<file path="config.mk">
export PLATFORM = sky130hd
export DESIGN_NAME = guess_datapath
export DESIGN_NICKNAME = d
export VERILOG_FILES = /design/src/rtl/hangman_pkg.sv /design/src/rtl/hangman_letter_match.sv /design/src/rtl/guess_datapath.sv
export SDC_FILE = /design/constraint.sdc
export NUM_CORES = 1
export LEC_CHECK = 0
export ABC_AREA = 1
export CORE_ASPECT_RATIO = 1.4
export CORE_UTILIZATION = 49
export CTS_CLUSTER_DIAMETER = 150
export CTS_CLUSTER_SIZE = 25
export DETAILED_ROUTE_END_ITERATION = 8
export MAX_ROUTING_LAYER = met4
export PLACE_DENSITY = 0.75
export SKIP_CTS_REPAIR_TIMING = 1
export SYNTH_ARGS = -nofsm -noshare
export SYNTH_HDL_FRONTEND = slang
export SYNTH_SLANG_ARGS = --single-unit
</file>
<file path="constraint.sdc">
create_clock -name clk -period 1.4 [get_ports clk]
set_input_delay 0.28 -clock clk [delete_from_list [all_inputs] [get_ports clk]]
set_output_delay 0.28 -clock clk [all_outputs]
set_load 0.02 [all_outputs]
</file>
<file path="src/rtl/hangman_pkg.sv">
// Shared constants, state encoding and letter helpers for the guess-evaluation stage.
package hangman_pkg;

    localparam int CHAR_W     = 5;
    localparam int WORD_LEN   = 5;
    localparam int MAX_TRIES  = 7;
    localparam int ALPHA_SIZE = 26;
    localparam int TRIES_W    = $clog2(MAX_TRIES + 1);

    localparam logic [CHAR_W-1:0] LETTER_Z = 5'd25;

    typedef enum logic [2:0] {
        ST_IDLE  = 3'd0,
        ST_ARMED = 3'd1,
        ST_CMP   = 3'd2,
        ST_UPD   = 3'd3,
        ST_WIN   = 3'd4,
        ST_LOSE  = 3'd5
    } state_e;

    function automatic logic is_letter(input logic [CHAR_W-1:0] code);
        return (code <= LETTER_Z);
    endfunction

endpackage

</file>
<file path="src/rtl/hangman_letter_match.sv">
// Combinational compare of one letter code against every position of the word.
module hangman_letter_match
    import hangman_pkg::*;
(
    input  logic [WORD_LEN*CHAR_W-1:0] word_i,
    input  logic [CHAR_W-1:0]          char_i,
    output logic [WORD_LEN-1:0]        mask_o,
    output logic                       valid_o
);

    // Per-position equality; repeated letters set several mask bits at once
    always_comb begin
        mask_o = '0;
        for (int i = 0; i < WORD_LEN; i++) begin
            mask_o[i] = (word_i[i*CHAR_W +: CHAR_W] == char_i);
        end
    end

    // Codes above 'z' are not letters
    always_comb begin
        valid_o = is_letter(char_i);
    end

endmodule

</file>
<file path="src/rtl/guess_datapath.sv">
// Guess-evaluation stage: secret word, used letters, revealed positions and try counter,
// with a registered per-guess result pulse and sticky win/lose flags.
module guess_datapath
    import hangman_pkg::*;
(
    input  logic                       clk,
    input  logic                       rst_n,
    input  logic                       word_load,
    input  logic [WORD_LEN*CHAR_W-1:0] word_in,
    input  logic                       guess_valid,
    input  logic [CHAR_W-1:0]          guess_char,
    output logic                       guess_ready,
    output logic                       result_valid,
    output logic                       hit,
    output logic                       dup,
    output logic                       invalid,
    output logic [WORD_LEN-1:0]        match_mask,
    output logic [WORD_LEN-1:0]        revealed,
    output logic [TRIES_W-1:0]         tries_left,
    output logic                       win,
    output logic                       lose
);

    state_e                     state_q, state_d;
    logic [WORD_LEN*CHAR_W-1:0] word_q;
    logic [CHAR_W-1:0]          char_q;
    logic [WORD_LEN-1:0]        cmp_mask_q;
    logic                       cmp_inv_q;
    logic                       cmp_used_q;
    logic [ALPHA_SIZE-1:0]      used_q;
    logic [WORD_LEN-1:0]        revealed_q;
    logic [TRIES_W-1:0]         tries_q;
    logic                       win_q, lose_q;
    logic                       rv_q, hit_q, dup_q, inv_q;
    logic [WORD_LEN-1:0]        mm_q;

    logic [WORD_LEN-1:0]        match_s;
    logic                       letter_ok_s;
    logic                       guess_ready_s, accept_s, upd_s;
    logic                       is_inv_s, is_dup_s, is_hit_s, is_miss_s;
    logic [WORD_LEN-1:0]        revealed_upd_s;
    logic [TRIES_W-1:0]         tries_upd_s;
    logic                       win_cond_s, lose_cond_s;
    logic [31:0]                used_ext_s, char_oh_s;

    hangman_letter_match u_match (
        .word_i  (word_q),
        .char_i  (char_q),
        .mask_o  (match_s),
        .valid_o (letter_ok_s)
    );

    // FSM state register
    always_ff @(posedge clk or negedge rst_n) begin
        if (!rst_n) begin
            state_q <= ST_IDLE;
        end else begin
            state_q <= state_d;
        end
    end

    // FSM next state; word_load overrides everything, including an in-flight guess
    always_comb begin
        state_d = state_q;
        if (word_load) begin
            state_d = ST_ARMED;
        end else begin
            case (state_q)
                ST_IDLE:  state_d = ST_IDLE;
                ST_ARMED: state_d = accept_s ? ST_CMP : ST_ARMED;
                ST_CMP:   state_d = ST_UPD;
                ST_UPD: begin
                    if (win_cond_s) begin
                        state_d = ST_WIN;
                    end else if (lose_cond_s) begin
                        state_d = ST_LOSE;
                    end else begin
                        state_d = ST_ARMED;
                    end
                end
                ST_WIN:   state_d = ST_WIN;
                ST_LOSE:  state_d = ST_LOSE;
                default:  state_d = ST_IDLE;
            endcase
        end
    end

    // FSM outputs and the mutually exclusive outcome decode of the update cycle
    always_comb begin
        guess_ready_s = (state_q == ST_ARMED) && !word_load;
        accept_s      = guess_valid && guess_ready_s;
        upd_s         = (state_q == ST_UPD);
        is_inv_s      = upd_s && cmp_inv_q;
        is_dup_s      = upd_s && !cmp_inv_q && cmp_used_q;
        is_hit_s      = upd_s && !cmp_inv_q && !cmp_used_q && (cmp_mask_q != '0);
        is_miss_s     = upd_s && !cmp_inv_q && !cmp_used_q && (cmp_mask_q == '0);
        if (is_hit_s) begin
            revealed_upd_s = revealed_q | cmp_mask_q;
        end else begin
            revealed_upd_s = revealed_q;
        end
        if (is_miss_s && (tries_q != '0)) begin
            tries_upd_s = tries_q - TRIES_W'(1);
        end else begin
            tries_upd_s = tries_q;
        end
        win_cond_s  = &revealed_upd_s;
        lose_cond_s = (tries_upd_s == '0);
        used_ext_s  = {{(32-ALPHA_SIZE){1'b0}}, used_q};
        char_oh_s   = 32'd1 << char_q;
    end

    // Game datapath and registered result outputs
    always_ff @(posedge clk or negedge rst_n) begin
        if (!rst_n) begin
            word_q     <= '0;
            char_q     <= '0;
            cmp_mask_q <= '0;
            cmp_inv_q  <= 1'b0;
            cmp_used_q <= 1'b0;
            used_q     <= '0;
            revealed_q <= '0;
            tries_q    <= '0;
            win_q      <= 1'b0;
            lose_q     <= 1'b0;
            rv_q       <= 1'b0;
            hit_q      <= 1'b0;
            dup_q      <= 1'b0;
            inv_q      <= 1'b0;
            mm_q       <= '0;
        end else if (word_load) begin
            word_q     <= word_in;
            used_q     <= '0;
            revealed_q <= '0;
            tries_q    <= TRIES_W'(MAX_TRIES);
            win_q      <= 1'b0;
            lose_q     <= 1'b0;
            rv_q       <= 1'b0;
            hit_q      <= 1'b0;
            dup_q      <= 1'b0;
            inv_q      <= 1'b0;
            mm_q       <= '0;
        end else begin
            rv_q  <= upd_s;
            hit_q <= is_hit_s;
            dup_q <= is_dup_s;
            inv_q <= is_inv_s;
            mm_q  <= is_hit_s ? cmp_mask_q : '0;
            if (accept_s) begin
                char_q <= guess_char;
            end
            if (state_q == ST_CMP) begin
                cmp_mask_q <= match_s;
                cmp_inv_q  <= !letter_ok_s;
                cmp_used_q <= letter_ok_s && used_ext_s[char_q];
            end
            if (upd_s) begin
                revealed_q <= revealed_upd_s;
                tries_q    <= tries_upd_s;
                win_q      <= win_cond_s;
                lose_q     <= !win_cond_s && lose_cond_s;
                if (is_hit_s || is_miss_s) begin
                    used_q <= used_q | char_oh_s[ALPHA_SIZE-1:0];
                end
            end
        end
    end

    assign guess_ready  = guess_ready_s;
    assign result_valid = rv_q;
    assign hit          = hit_q;
    assign dup          = dup_q;
    assign invalid      = inv_q;
    assign match_mask   = mm_q;
    assign revealed     = revealed_q;
    assign tries_left   = tries_q;
    assign win          = win_q;
    assign lose         = lose_q;

endmodule

</file>
==> impl_metrics.py <==
metrics = {
    "die": {
        "io_pins": 54,
        "dieArea_mm2": 0.00841,
        "die_width_um": 77.8,
        "start_util": 0.509,
        "row_count": 38,
        "core_area_mm2": 0.00775,
        "die_y_um": 108,
    },
    "cts": {
        "h-tree-depth": 3,
        "numClockSinks": 85,
        "cts.clk_slew.worst_paths_ns": 0.09,
        "cts_root_buffer": "clkbuf_8",
        "cts.path.max_buffers": 2,
        "clock_latency_ns": 0.36,
        "cts_tree": "yes",
        "cts_buffers": 9,
    },
    "route": {
        "m1WireLength_mm": 4.06,
        "drt_first_pass_iters": 5,
        "routed-wl-met2_mm": 5.69,
        "drt-vias-per-instance": 5.36,
        "dr_wl_met3_um": 439,
        "wire_per_inst_um": 15.4,
        "drt_iter0_drc": 239,
        "drc_errors": 0,
        "wirelength_mm": 10.5,
        "top_layer": "met4",
        "ant_nets": 0,
        "vias": 3653,
    },
    "setup_path": {
        "cp_common_cell": "nand2_1",
        "cp.arrival_ns": 1.89,
        "cp_slowest_cell": "dfrtp_1",
        "crit_path_start_kind": "flop",
        "slowest_delay_ns": 0.42,
        "crit_fanout": 6,
        "cp-end-kind": "flop",
        "worst_ep_required_time_ns": 1.70,
        "critical_path_class": "reg2reg",
        "crit_chain": "inv_2, nand3_4, nor2_8, nand3_2, and2_4, nor2_1, nand2_2, nand2_1, nand2_1, a21oi_2",
    },
    "grt": {
        "grt.total_usage": 0.274,
        "grt_pass1_wl_mm": 17.2,
        "grt_max_degree": 42,
        "grt_overflow_total": 0,
        "grt_pass1_vias": 3762,
        "antenna_found_initial": 0,
    },
    "sta": {
        "setup_violations": 28,
        "hold_ws_ns": 0.346,
        "finalCritPeriodShare": 1.13,
        "rsz0062_at_grt": "yes",
        "post-route-min-period_ns": 1.59,
        "tightest_slew_ns": 0.437,
        "clock_skew_ns": 0.0113,
        "slew_violations": 0,
        "timing.fmax_mhz": 630,
        "maxSlewHeadroom": 0.709,
        "final-hold-violation-count": 0,
        "finalWorstSetupSlack_ns": -0.187,
    },
    "placement": {
        "gp_congestion": 0.974,
        "dpl-instance-area_mm2": 0.00494,
        "portBuffers": 53,
        "dp.cells": 660,
        "hpwl_mm": 7.46,
    },
    "cells_and_area": {
        "layout-area-overhead-vs-synth_pct": 38.2,
        "nFillCells": 577,
        "final_area_mm2": 0.00545,
        "layout_common_cells": "113 x nand2_1, 81 x dfrtp_1, 64 x nor2_1, 49 x buf_4, 37 x inv_1",
        "drive_above_1_share": 0.224,
        "diodes": 0,
        "fin_nets": 613,
        "final_common_cell": "nand2_1",
        "instances_no_fill": 681,
    },
    "logic_synthesis": {
        "syn_inst": 478,
        "synth_seq_cells": 85,
        "yosysWarnings": 0,
        "synth-seq-area-share": 0.540,
        "ys_types": 34,
        "netlist_area_mm2": 0.00394,
        "syn_area_per_cell_um2": 8.25,
        "syn_nets": 515,
    },
    "pwr": {
        "p_leak_uw": 0.00289,
        "p_per_area_mw_per_mm2": 1400,
        "ir_drop_mv": 1.11,
        "total_power_uw": 7600,
    },
    "run_status": {
        "status": "finished, violations left",
        "violations": "setup timing",
    },
    "job": {
        "maxCapViolCount": 0,
    },
    "hold_path": {
        "worst_hold_path_type": "in2reg",
    },
}
==> layout make-up <==
| type | count | area, um2 | share of cell area |
|---|---|---|---|
| Sequential cell | 85 | 2130 | 0.392 |
| Multi-Input combinational cell | 326 | 1720 | 0.316 |
| Timing Repair Buffer | 107 | 1030 | 0.188 |
| Inverter | 47 | 180 | 0.0331 |
| Clock inverter | 6 | 134 | 0.0246 |
| Clock buffer | 10 | 128 | 0.0234 |
| Tap cell | 100 | 125 | 0.0230 |
==> per-layer routing <==
layer,vias to the layer above,track usage
met3,28,0.0388
met4,0,0.125
met5,-,-
li1,1735,-
met2,109,0.487
met1,1781,0.301
==> state kept, by name, indices dropped and copies added, names as in the netlist <==
name,cells
state_q,3
cmp_mask_q,5
win,1
tries_left,3
lose,1
used_q,26
dup,1
cmp_inv_q,1
hit,1
match_mask,5
result_valid,1
invalid,1
word_q,25
char_q,5
revealed,5
cmp_used_q,1
==> metrics by stage <==
step                      setup WS [ns]  TNS [ns]   util
after floorplan                 -0.0405   -0.0754      -
after global placement           -0.252     -2.94  0.638
after detailed placement         -0.308     -4.52  0.638
after CTS                        -0.611     -9.52  0.671
after global routing             -0.298     -6.18  0.703
final                            -0.187     -3.17  0.703
==> report_power, final <==
group          switching, uW  internal, uW
logic                   1520           962
registers                170          2670
clock network            909          1370
==> cell families after synthesis <==
logic type | share of synthesized area
adder cells (fa/ha/maj) | 0.00952
buffers and inverters | 0.0689
AO/OA/AOI/OAI | 0.114
AND/OR/NAND/NOR | 0.257
XOR/XNOR | 0.0111
flip-flops | 0.540
==> synthesized netlist by cell type <==
| cell type | instances | area [um2] |
|---|---|---|
| buf_4 | 2 | 15.0 |
| a221oi_1 | 2 | 17.5 |
| nand2_1 | 121 | 454 |
| nor2_4 | 2 | 22.5 |
| nand3_2 | 1 | 10.0 |
| ha_1 | 3 | 37.5 |
| nor2_1 | 73 | 274 |
| inv_1 | 46 | 173 |
| buf_2 | 4 | 20.0 |
| nand4_1 | 9 | 56.3 |
| o2111ai_1 | 1 | 8.76 |
| xnor2_1 | 2 | 17.5 |
| o22ai_1 | 11 | 68.8 |
| o211ai_1 | 1 | 7.51 |
| and2_1 | 1 | 6.26 |
| dfrtp_1 | 85 | 2130 |
| clkbuf_1 | 12 | 45.0 |
| nand3_1 | 17 | 85.1 |
| nor3_1 | 8 | 40.0 |
| a21oi_1 | 35 | 175 |
| a21boi_0 | 1 | 7.51 |
| nor2_8 | 1 | 20.0 |
| xor2_1 | 3 | 26.3 |
| nand3_4 | 1 | 17.5 |
| buf_6 | 1 | 11.3 |
| o21ai_0 | 22 | 110 |
| nand2_2 | 1 | 6.26 |
| a31oi_1 | 2 | 12.5 |
| a22oi_1 | 1 | 7.51 |
| a21oi_2 | 1 | 8.76 |
| o41ai_1 | 3 | 26.3 |
| nor2_2 | 3 | 18.8 |
| buf_1 | 1 | 3.75 |
| clkinv_1 | 1 | 3.75 |
==> critical path, delay by kind of cell, from the launching register on <==
| kind | cells | cell delay, ns |
|---|---|---|
| buf+inv | 1 | 0.08 |
| compound gates | 1 | 0.13 |
| simple gates | 8 | 0.90 |
| flops | 1 | 0.42 |
==> path summary, 6_finish.rpt <==
path,slack [ns],start,cells past startpoint,end
max,-0.19,state_q[2]$_DFF_PN0_,10,state_q[2]$_DFF_PN0_
min,0.35,word_load,4,word_q[8]$_DFFE_PN0P_
max reg2reg,-0.19,state_q[2]$_DFF_PN0_,10,state_q[2]$_DFF_PN0_
min reg2reg,0.47,cmp_inv_q$_DFFE_PN0P_,1,dup$_DFF_PN0_
max in group asynchronous,0.46,rst_n,3,char_q[1]$_DFFE_PN0P_
min in group asynchronous,0.40,rst_n,2,word_q[23]$_DFFE_PN0P_
No activity file was read; power rests on OpenSTA's default activity.
